$ cat src/rtl/pzcorebus_downsizer_response_packer.sv
// Packs narrow read-response beats into wide beats. Each command's first beat
// lands in the lane that the start-lane FIFO gives for it.
module pzcorebus_downsizer_response_packer #(
    parameter int unsigned NARROW_DATA_WIDTH = 64,
    parameter int unsigned CONVERSION_RATIO  = 2,
    parameter int unsigned INFO_DEPTH        = 4,
    parameter int unsigned ID_WIDTH          = 8,
    localparam int unsigned LANE_WIDTH       = $clog2(CONVERSION_RATIO),
    localparam int unsigned WIDE_DATA_WIDTH  = NARROW_DATA_WIDTH * CONVERSION_RATIO
) (
    input  logic                         i_clk,
    input  logic                         i_rst_n,
    input  logic                         i_info_valid,
    output logic                         o_info_ready,
    input  logic [LANE_WIDTH-1:0]        i_info_lane,
    input  logic                         i_nresp_valid,
    output logic                         o_nresp_accept,
    input  logic                         i_nresp_with_data,
    input  logic [ID_WIDTH-1:0]          i_nresp_id,
    input  logic                         i_nresp_error,
    input  logic [NARROW_DATA_WIDTH-1:0] i_nresp_data,
    input  logic                         i_nresp_last,
    output logic                         o_wresp_valid,
    input  logic                         i_wresp_accept,
    output logic                         o_wresp_with_data,
    output logic [ID_WIDTH-1:0]          o_wresp_id,
    output logic                         o_wresp_error,
    output logic [WIDE_DATA_WIDTH-1:0]   o_wresp_data,
    output logic                         o_wresp_last
);

    localparam int unsigned PTR_WIDTH = (INFO_DEPTH > 1) ? $clog2(INFO_DEPTH) : 1;
    localparam int unsigned CNT_WIDTH = $clog2(INFO_DEPTH + 1);
    localparam logic [LANE_WIDTH-1:0] LAST_LANE = LANE_WIDTH'(CONVERSION_RATIO - 1);

    typedef enum logic {
        IDLE = 1'b0,
        PACK = 1'b1
    } state_e;

    state_e                        state_q;
    logic [LANE_WIDTH-1:0]         lane_q;
    logic [WIDE_DATA_WIDTH-1:0]    acc_data_q;
    logic                          acc_error_q;

    logic [LANE_WIDTH-1:0]         info_mem_q [INFO_DEPTH];
    logic [PTR_WIDTH-1:0]          wr_ptr_q;
    logic [PTR_WIDTH-1:0]          rd_ptr_q;
    logic [CNT_WIDTH-1:0]          count_q;
    logic [CNT_WIDTH-1:0]          count_d;
    logic                          info_ready_q;

    logic                          wresp_valid_q;
    logic                          wresp_with_data_q;
    logic [ID_WIDTH-1:0]           wresp_id_q;
    logic                          wresp_error_q;
    logic [WIDE_DATA_WIDTH-1:0]    wresp_data_q;
    logic                          wresp_last_q;

    logic                          fifo_empty_c;
    logic                          push_c;
    logic                          pop_c;
    logic [LANE_WIDTH-1:0]         cur_lane_c;
    logic                          completing_c;
    logic                          out_free_c;
    logic                          nresp_accept_c;
    logic                          data_fire_c;
    logic                          nodata_fire_c;
    logic                          load_out_c;
    logic [WIDE_DATA_WIDTH-1:0]    beat_vec_c;
    logic [WIDE_DATA_WIDTH-1:0]    wide_data_c;

    function automatic logic [PTR_WIDTH-1:0] next_ptr(input logic [PTR_WIDTH-1:0] p);
        return (p == PTR_WIDTH'(INFO_DEPTH - 1)) ? '0 : p + PTR_WIDTH'(1);
    endfunction

    assign fifo_empty_c = (count_q == '0);
    assign push_c       = i_info_valid && info_ready_q;
    assign pop_c        = data_fire_c && i_nresp_last;

    // The first beat of a response takes its lane from the FIFO head.
    assign cur_lane_c   = (state_q == IDLE) ? info_mem_q[rd_ptr_q] : lane_q;
    assign completing_c = (cur_lane_c == LAST_LANE) || i_nresp_last;
    assign out_free_c   = !wresp_valid_q || i_wresp_accept;

    // Only beats that load the output register need it to be free.
    always_comb begin
        nresp_accept_c = 1'b0;
        if (!i_nresp_with_data) begin
            nresp_accept_c = (state_q == IDLE) && out_free_c;
        end else if ((state_q == IDLE) && fifo_empty_c) begin
            nresp_accept_c = 1'b0;
        end else if (completing_c) begin
            nresp_accept_c = out_free_c;
        end else begin
            nresp_accept_c = 1'b1;
        end
    end

    assign data_fire_c   = i_nresp_valid && nresp_accept_c && i_nresp_with_data;
    assign nodata_fire_c = i_nresp_valid && nresp_accept_c && !i_nresp_with_data;
    assign load_out_c    = (data_fire_c && completing_c) || nodata_fire_c;

    // Current narrow beat placed in its lane, other lanes zero.
    always_comb begin
        beat_vec_c = '0;
        for (int unsigned i = 0; i < CONVERSION_RATIO; i++) begin
            if (cur_lane_c == LANE_WIDTH'(i)) begin
                beat_vec_c[i*NARROW_DATA_WIDTH +: NARROW_DATA_WIDTH] = i_nresp_data;
            end
        end
    end

    assign wide_data_c = acc_data_q | beat_vec_c;

    always_comb begin
        count_d = count_q;
        case ({push_c, pop_c})
            2'b10:   count_d = count_q + CNT_WIDTH'(1);
            2'b01:   count_d = count_q - CNT_WIDTH'(1);
            default: count_d = count_q;
        endcase
    end

    // Lane storage carries no reset; validity is tracked by count_q.
    always_ff @(posedge i_clk) begin
        if (push_c) begin
            info_mem_q[wr_ptr_q] <= i_info_lane;
        end
    end

    always_ff @(posedge i_clk or negedge i_rst_n) begin
        if (!i_rst_n) begin
            state_q           <= IDLE;
            lane_q            <= '0;
            acc_data_q        <= '0;
            acc_error_q       <= 1'b0;
            wr_ptr_q          <= '0;
            rd_ptr_q          <= '0;
            count_q           <= '0;
            info_ready_q      <= 1'b1;
            wresp_valid_q     <= 1'b0;
            wresp_with_data_q <= 1'b0;
            wresp_id_q        <= '0;
            wresp_error_q     <= 1'b0;
            wresp_data_q      <= '0;
            wresp_last_q      <= 1'b0;
        end else begin
            if (push_c) begin
                wr_ptr_q <= next_ptr(wr_ptr_q);
            end
            if (pop_c) begin
                rd_ptr_q <= next_ptr(rd_ptr_q);
            end
            count_q      <= count_d;
            info_ready_q <= (count_d != CNT_WIDTH'(INFO_DEPTH));

            if (data_fire_c) begin
                lane_q  <= cur_lane_c + LANE_WIDTH'(1);
                state_q <= i_nresp_last ? IDLE : PACK;
                if (completing_c) begin
                    acc_data_q  <= '0;
                    acc_error_q <= 1'b0;
                end else begin
                    acc_data_q  <= wide_data_c;
                    acc_error_q <= acc_error_q | i_nresp_error;
                end
            end

            // Output register loads on a completing or no-data beat, else drains.
            if (load_out_c) begin
                wresp_valid_q     <= 1'b1;
                wresp_with_data_q <= i_nresp_with_data;
                wresp_id_q        <= i_nresp_id;
                wresp_last_q      <= i_nresp_last;
                if (i_nresp_with_data) begin
                    wresp_data_q  <= wide_data_c;
                    wresp_error_q <= acc_error_q | i_nresp_error;
                end else begin
                    wresp_data_q  <= '0;
                    wresp_error_q <= i_nresp_error;
                end
            end else if (i_wresp_accept) begin
                wresp_valid_q <= 1'b0;
            end
        end
    end

    assign o_info_ready      = info_ready_q;
    assign o_nresp_accept    = nresp_accept_c;
    assign o_wresp_valid     = wresp_valid_q;
    assign o_wresp_with_data = wresp_with_data_q;
    assign o_wresp_id        = wresp_id_q;
    assign o_wresp_error     = wresp_error_q;
    assign o_wresp_data      = wresp_data_q;
    assign o_wresp_last      = wresp_last_q;

endmodule

$ cat config.mk
export PLATFORM = sky130hd
export DESIGN_NAME = pzcorebus_downsizer_response_packer
export DESIGN_NICKNAME = d
export VERILOG_FILES = /design/src/rtl/pzcorebus_downsizer_response_packer.sv
export SDC_FILE = /design/constraint.sdc
export NUM_CORES = 1
export LEC_CHECK = 0
export BUFFER_PORTS_ARGS = -buffer_cell sky130_fd_sc_hd__clkbuf_2
export CORE_MARGIN = 2
export CORE_UTILIZATION = 50
export DETAILED_ROUTE_END_ITERATION = 10
export PLACE_DENSITY = 0.76
export SYNTH_ARGS = -nofsm -noshare
export SYNTH_HDL_FRONTEND = slang
export SYNTH_SLANG_ARGS = --single-unit
$ cat constraint.sdc
create_clock -name i_clk -period 2.1 [get_ports i_clk]
set_input_delay 0.105 -clock i_clk [delete_from_list [all_inputs] [get_ports i_clk]]
set_output_delay 0.105 -clock i_clk [all_outputs]
set_load 0.05 [all_outputs]
==> results of run 1 <==
[cells by family (layout without fill, tap and decap cells)]
family          Yosys count  count (layout)
simple gates            296             296
mux                      14              14
flops                   283             283
xor+xnor                  3               3
other cells               0               1
fa+ha+maj                 7               7
compound gates          337             337
buf+inv                 183             500
[cell type report]
class                      instances  share of cell area, %
timing repair buffer             373                  18.35
antenna                            1                0.01537
tap                              324                  2.490
multi-input combinational        657                  27.51
inverter                          73                  1.683
clock buffer                      45                  5.394
sequential                       283                  43.63
clock inverter                     9                 0.9298
[state kept, by name, indices dropped and copies added, names as in the netlist, 2 cells and up]
name,flops
o_wresp_data,128
count_q,3
acc_data_q,128
o_wresp_id,8
info_mem_q,4
wr_ptr_q,2
rd_ptr_q,2
[cells in the final DEF (no fill, tap or decap), drive strengths merged, types with 5 or more instances in the layout]
cell type      n
o2bb2ai       64
o32ai         64
nand4         64
buf           65
inv           73
nand3          5
mux2          12
nand2          8
ha             6
dlygate4sd3   78
a21oi         66
o21a          64
dfrtp        278
nor3          66
a31oi         69
and3           6
and2          66
clkbuf       275
nor2          68
[layer usage]
metal	track usage (%)	up-vias	part of all wire (%)
li1	-	4703	-
met1	36.31	5376	42
met2	44.34	438	49
met3	4.261	77	6.3
met4	9.255	0	2.7
met5	0	-	0
[power by group]
group	switching (µW)	internal, µW
combinational	8440	3950
sequential	1140	7090
clock	2160	3360
[critical path, stage by stage (launching register included)]
cell,delay (ps)
dfrtp_1,370
buf_4,150
mux2i_4,270
and2_4,190
o21ai_2,60
a221oi_2,320
clkbuf_8,250
[worst max path at each step]
stage,start,end,slack (ps)
floorplan,count_q[1]$_DFF_PN0_,o_info_ready$_DFF_PN1_,-80
global placement,count_q[1]$_DFF_PN0_,o_info_ready$_DFF_PN1_,-160
detailed placement,count_q[1]$_DFF_PN0_,o_info_ready$_DFF_PN1_,-240
CTS,rd_ptr_q[0]$_DFFE_PN0P_,o_nresp_accept,-140
global route,rd_ptr_q[0]$_DFFE_PN0P_,o_nresp_accept,-260
finish,rd_ptr_q[0]$_DFFE_PN0P_,o_nresp_accept,-150
[through the flow]
| step | util [%] | instance area, µm² | setup TNS, ps | power, µW | setup WS (ps) |
|---|---|---|---|---|---|
| 2_1_floorplan | - | 12290 | -111.5 | 16400 | -77.14 |
| 3_3_place_gp | 58.19 | 14070 | -285.2 | 19660 | -156.7 |
| 3_5_place_dp | 58.19 | 14070 | -686.6 | 19900 | -242.0 |
| 4_1_cts | 65.98 | 15950 | -209.3 | 25710 | -137.1 |
| 5_1_grt | 67.35 | 16280 | -3646 | 27300 | -258.6 |
| 6_report | 67.35 | 16280 | -594.0 | 26140 | -154.5 |
[timing repair]
| action | in CTS | in global routing |
|---|---|---|
| gates resized for setup | 11 | 8 |
| setup buffers | 3 | 6 |
| hold endpoints to repair | 381 | 0 |
| hold buffers | 78 | 0 |
| endpoints found under the setup margin | 31 | 106 |
| cloned | 0 | 10 |
| pin swaps | 4 | 4 |
==> run_results.csv, run 1 <==
group,metric,value,unit
logic_synthesis,synth_top_family_by_area,"compound AO/OA/AOI/OAI gates",
floorplan,initial_core_util,50.68,%
drt,wire_per_inst,20.34,µm
power_and_ir_drop,p_leak,0.007579,µW
timing,worstMarginPinSlew,882.1,ps
drt,drc,0,
logic_synthesis,synthAdderAreaFrac,0.7761,%
setup_path,critical_path_peak_fanout,4,
logic_synthesis,synth-seq-cells,283,
timing,hold_ws,42.82,ps
clock_network,cts_tree,"built",
floorplan,core,0.02418,mm²
timing,finalWorstSetupSlack,-154.5,ps
logic_synthesis,synth_xor_area_share,0.2145,%
floorplan,die_area,0.02577,mm²
logic_synthesis,synthMuxAreaShare,1.542,%
setup_path,start_kind,"flip-flop",
run_status,status,"finished with violations",
global_route,grt_max_degree,70,
setup_path,rr_startpoint,"count_q[1]$_DFF_PN0_",
floorplan,rows,57,
clock_network,root_buffer,"clkbuf_16",
cells_and_area,multiInputGateArea,0.004479,mm²
setup_path,required,2000,ps
timing,hold_viol_final,0,
timing,fmax,443.5,MHz
setup_path,ff2ff_path_depth,10,
drt,routed_wl,35900,µm
timing,finalSetupViolations,21,
clock_network,cts_buffers,30,
global_route,globalRoute.totalOverflow,0,
cells_and_area,nNetsFinal,1506,
logic_synthesis,async_flop_share,98.59,%
clock_network,path_clk_slew,60,ps
drt,antenna_left,0,
logic_synthesis,synth.avg_cell_area,10.91,µm²
clock_network,worst_skew_pair.late_latency,560,ps
logic_synthesis,yosysWarnings,0,
global_route,grt_usage,26.80,%
setup_path,rrSetupSlack,-70,ps
power_and_ir_drop,vdd_drop_max,0.9947,mV
timing,fin_crit_sh,107.4,%
cells_and_area,drive_above_1_share,26.18,%
timing,slew_headroom,41.19,%
run_status,violations,"setup timing",
setup_path,worstSetupPathType,"flip-flop to output port",
floorplan,io_pins,223,
floorplan,die_y,160.5,µm
logic_synthesis,yosysTopAreaCell,"dfrtp_1",
logic_synthesis,synth_edf_count,4,
cells_and_area,fin_cells,1765,
drt,viasPerCell,6.002,
logic_synthesis,netlist.area_leader.share,56.78,%
worst_hold_path,min_path_type,"input port to flip-flop",
logic_synthesis,syn_nets,1211,
placement,dpl.hpwl,19800,µm
logic_synthesis,syn-cell-area,0.01225,mm²
cells_and_area,nFillCells,1728,
drt,vias,10594,
timing,clock_skew,18.92,ps
logic_synthesis,yosysSeqAreaShare,57.98,%
placement,numPortBuffers,222,
cells_and_area,synthToLayoutAreaGrowth,32.90,%
timing,slew_viol_final,0,
clock_network,cts_sinks,283,
drt,dr.pass1.iters,5,
placement,dp_cells,1614,
job,maxCapViolCount,0,
logic_synthesis,ys.flop_type,"dfrtp_1",
worst_hold_path,whs_path_depth,4,
logic_synthesis,synth_area_leaders,"dfrtp_1 (57%), o2bb2ai_1 (4.6%), o32ai_1 (4.6%)",
setup_path,worstPathArrival,2150,ps
logic_synthesis,synth-simple-area-share,13.05,%
logic_synthesis,synth_cells,1123,
logic_synthesis,ys_types,46,
setup_path,worst_r2r_endpoint,"o_info_ready$_DFF_PN1_",
floorplan,die_w,160.5,µm
clock_network,htree_levels,1,
timing,fin_crit,2255,ps
global_route,grt_pass1_wl,56520,µm
global_route,grt_pass1_vias,10793,
logic_synthesis,synthTopCellsByCount,"dfrtp_1 (278), inv_1 (73), a31oi_1 (69)",
drt,drtIter0Drc,930,
clock_network,cts_buffer_depth,3,
logic_synthesis,synth_compound_area_share,19.96,%
logic_synthesis,synth_most_common_cell,"dfrtp_1",
placement,place.gp.congestion,0.7986,
cells_and_area,seq_area,0.007104,mm²
worst_hold_path,min_from,"i_wresp_accept",
worst_hold_path,min_to,"o_wresp_valid$_DFFE_PN0P_",
timing,rsz0062_at_grt,"true",
setup_path,cp-end-kind,"output port",
power_and_ir_drop,powerDensity,1605,mW/mm²
global_route,antenna_found_initial,1,
Note: power is estimated with default switching activity, not from simulation.
==> run 2: changes to the inputs <==
--- a/config.mk
+++ b/config.mk
@@ -5,8 +5,7 @@
 export SDC_FILE = /design/constraint.sdc
 export NUM_CORES = 1
 export LEC_CHECK = 0
-export BUFFER_PORTS_ARGS = -buffer_cell sky130_fd_sc_hd__clkbuf_2
-export CORE_MARGIN = 2
+export BUFFER_PORTS_ARGS = -buffer_cell sky130_fd_sc_hd__buf_4
 export CORE_UTILIZATION = 50
 export DETAILED_ROUTE_END_ITERATION = 10
 export PLACE_DENSITY = 0.76
==> run_results.csv, run 2 (synthesis gave the netlist of run 1 again) <==
group,metric,value,unit
run_status,status,"finished with violations",
run_status,violations,"setup timing",
floorplan,die_w,158.5,µm
floorplan,io_pins,223,
placement,dp_cells,1603,
drt,routed_wl,40270,µm
global_route,grt_pass1_vias,11007,
setup_path,critical_path_peak_fanout,8,
global_route,grt_max_degree,83,
worst_hold_path,min_path_type,"input port to asynchronous set/reset pin",
cells_and_area,final_util,75.01,%
cells_and_area,fin_cells,1774,
setup_path,worst_r2r_endpoint,"o_wresp_data[55]$_DFFE_PN0P_",
floorplan,initial_core_util,51.58,%
cells_and_area,mostFrequentLayoutCells,"dfrtp_1 (275), buf_4 (256), dlygate4sd3_1 (79), inv_1 (71)",
cells_and_area,nNetsFinal,1519,
timing,fin_crit,2299,ps
cells_and_area,fin_area,0.01782,mm²
clock_network,root_buffer,"clkbuf_16",
power_and_ir_drop,vdd_drop_max,1.433,mV
timing,rsz0062_at_grt,"true",
global_route,antenna_found_initial,0,
global_route,grt_usage,30.04,%
floorplan,die_area,0.02513,mm²
clock_network,cts_sinks,283,
cells_and_area,antenna_cells,0,
timing,clock_skew,16.83,ps
setup_path,cp-end-kind,"flip-flop",
drt,dr.pass1.iters,7,
cells_and_area,nFillCells,1476,
power_and_ir_drop,powerDensity,1616,mW/mm²
placement,place.gp.congestion,0.8130,
setup_path,rr_startpoint,"rd_ptr_q[0]$_DFFE_PN0P_",
job,maxCapViolCount,0,
setup_path,ff2ff_path_depth,8,
drt,viasPerCell,6.247,
placement,place_area,0.01446,mm²
setup_path,worstPathArrival,2750,ps
drt,wire_per_inst,22.70,µm
placement,dpl.hpwl,19860,µm
drt,vias,11083,
timing,hold_viol_final,0,
drt,antenna_left,0,
cells_and_area,synthToLayoutAreaGrowth,45.41,%
placement,numPortBuffers,222,
cells_and_area,drive_above_1_share,31.96,%
timing,finalWorstSetupSlack,-199.5,ps
timing,finalSetupViolations,154,
clock_network,cts_buffer_depth,3,
floorplan,core,0.02375,mm²
global_route,globalRoute.totalOverflow,0,
timing,slew_viol_final,0,
clock_network,cts_tree,"built",
clock_network,cts_buffers,30,
cells_and_area,mostFrequentLayoutCell,"dfrtp_1",
setup_path,required,2550,ps
power_and_ir_drop,p_leak,0.008072,µW
setup_path,worstSetupPathType,"flip-flop to flip-flop",
floorplan,rows,56,
drt,drc,0,
drt,drtIter0Drc,1226,
clock_network,path_clk_slew,60,ps
floorplan,die_y,158.5,µm
setup_path,rrSetupSlack,-200,ps
clock_network,worst_skew_pair.late_latency,560,ps
clock_network,htree_levels,1,
setup_path,start_kind,"flip-flop",
global_route,grt_pass1_wl,58860,µm
timing,fin_crit_sh,109.5,%
timing,fmax,434.9,MHz
timing,tns,-8998,ps
timing,slew_headroom,36.68,%
timing,worstMarginPinSlew,949.8,ps
[run 2: repair_timing]
action                                 in CTS  in global routing
resized for setup                          96                 36
setup buffers                              10                  6
hold buffers                               79                  0
endpoints found under the hold margin     343                  0
pin swaps                                  18                  8
cloned                                      9                 11
setup endpoints to repair                  55                197
[run 2: layer usage]
layer | vias up | share of wire, % | GRT usage [%]
met5 | - | 0 | 0
met3 | 112 | 8.0 | 4.818
li1 | 4738 | - | -
met1 | 5624 | 40 | 39.61
met4 | 0 | 3.3 | 11.49
met2 | 609 | 49 | 49.90
[run 2: worst max-delay path by stage]
stage               slack (ps)                           end                    start  depth (start not counted)
floorplan                  -80        o_info_ready$_DFF_PN1_     count_q[1]$_DFF_PN0_                         11
global placement          -140        o_info_ready$_DFF_PN1_     count_q[1]$_DFF_PN0_                         10
detailed placement        -220        o_info_ready$_DFF_PN1_     count_q[1]$_DFF_PN0_                         10
CTS                       -180                o_nresp_accept  rd_ptr_q[0]$_DFFE_PN0P_                          5
global route              -240                o_nresp_accept      state_q$_DFFE_PN0N_                          7
finish                    -200  o_wresp_data[55]$_DFFE_PN0P_  rd_ptr_q[0]$_DFFE_PN0P_                          8
[run 2: metrics by stage]
stage	worst slack [ps]	hold slack, ps	total power [µW]
after floorplan	-77.14	-190.6	16400
after global placement	-142.8	105.3	20180
after detailed placement	-217.5	104.1	20480
after CTS	-182.9	118.8	27750
after global routing	-235.4	112.8	29880
final	-199.5	63.20	28790
[run 2: layout make-up]
type                    count  area [µm²]  share of cell area (%)
clock buffers              42       887.1                   4.979
clock inverters            14       200.2                   1.124
inverters                  73       276.5                   1.552
multi-input cells         658        5192                   29.15
flip-flops and latches    283        7107                   39.89
well taps                 319       399.1                   2.240
repair buffers            385        3754                   21.07
[run 2: worst max-delay path, stage by stage, from the launching register on]
cell,delay (ps)
dfrtp_2,440
mux2_4,330
buf_4,150
or4b_4,500
and3_4,200
buf_12,150
buf_12,120
buf_16,150
o32ai_2,140
[run 2: report_power, final]
part / switching, µW / total (µW) / internal [µW] / leakage, µW
Clock: 2250 / 5800 / 3550 / 0.000535
Sequential: 1230 / 8330 / 7090 / 0.00374
Combinational: 9360 / 14700 / 5300 / 0.00379
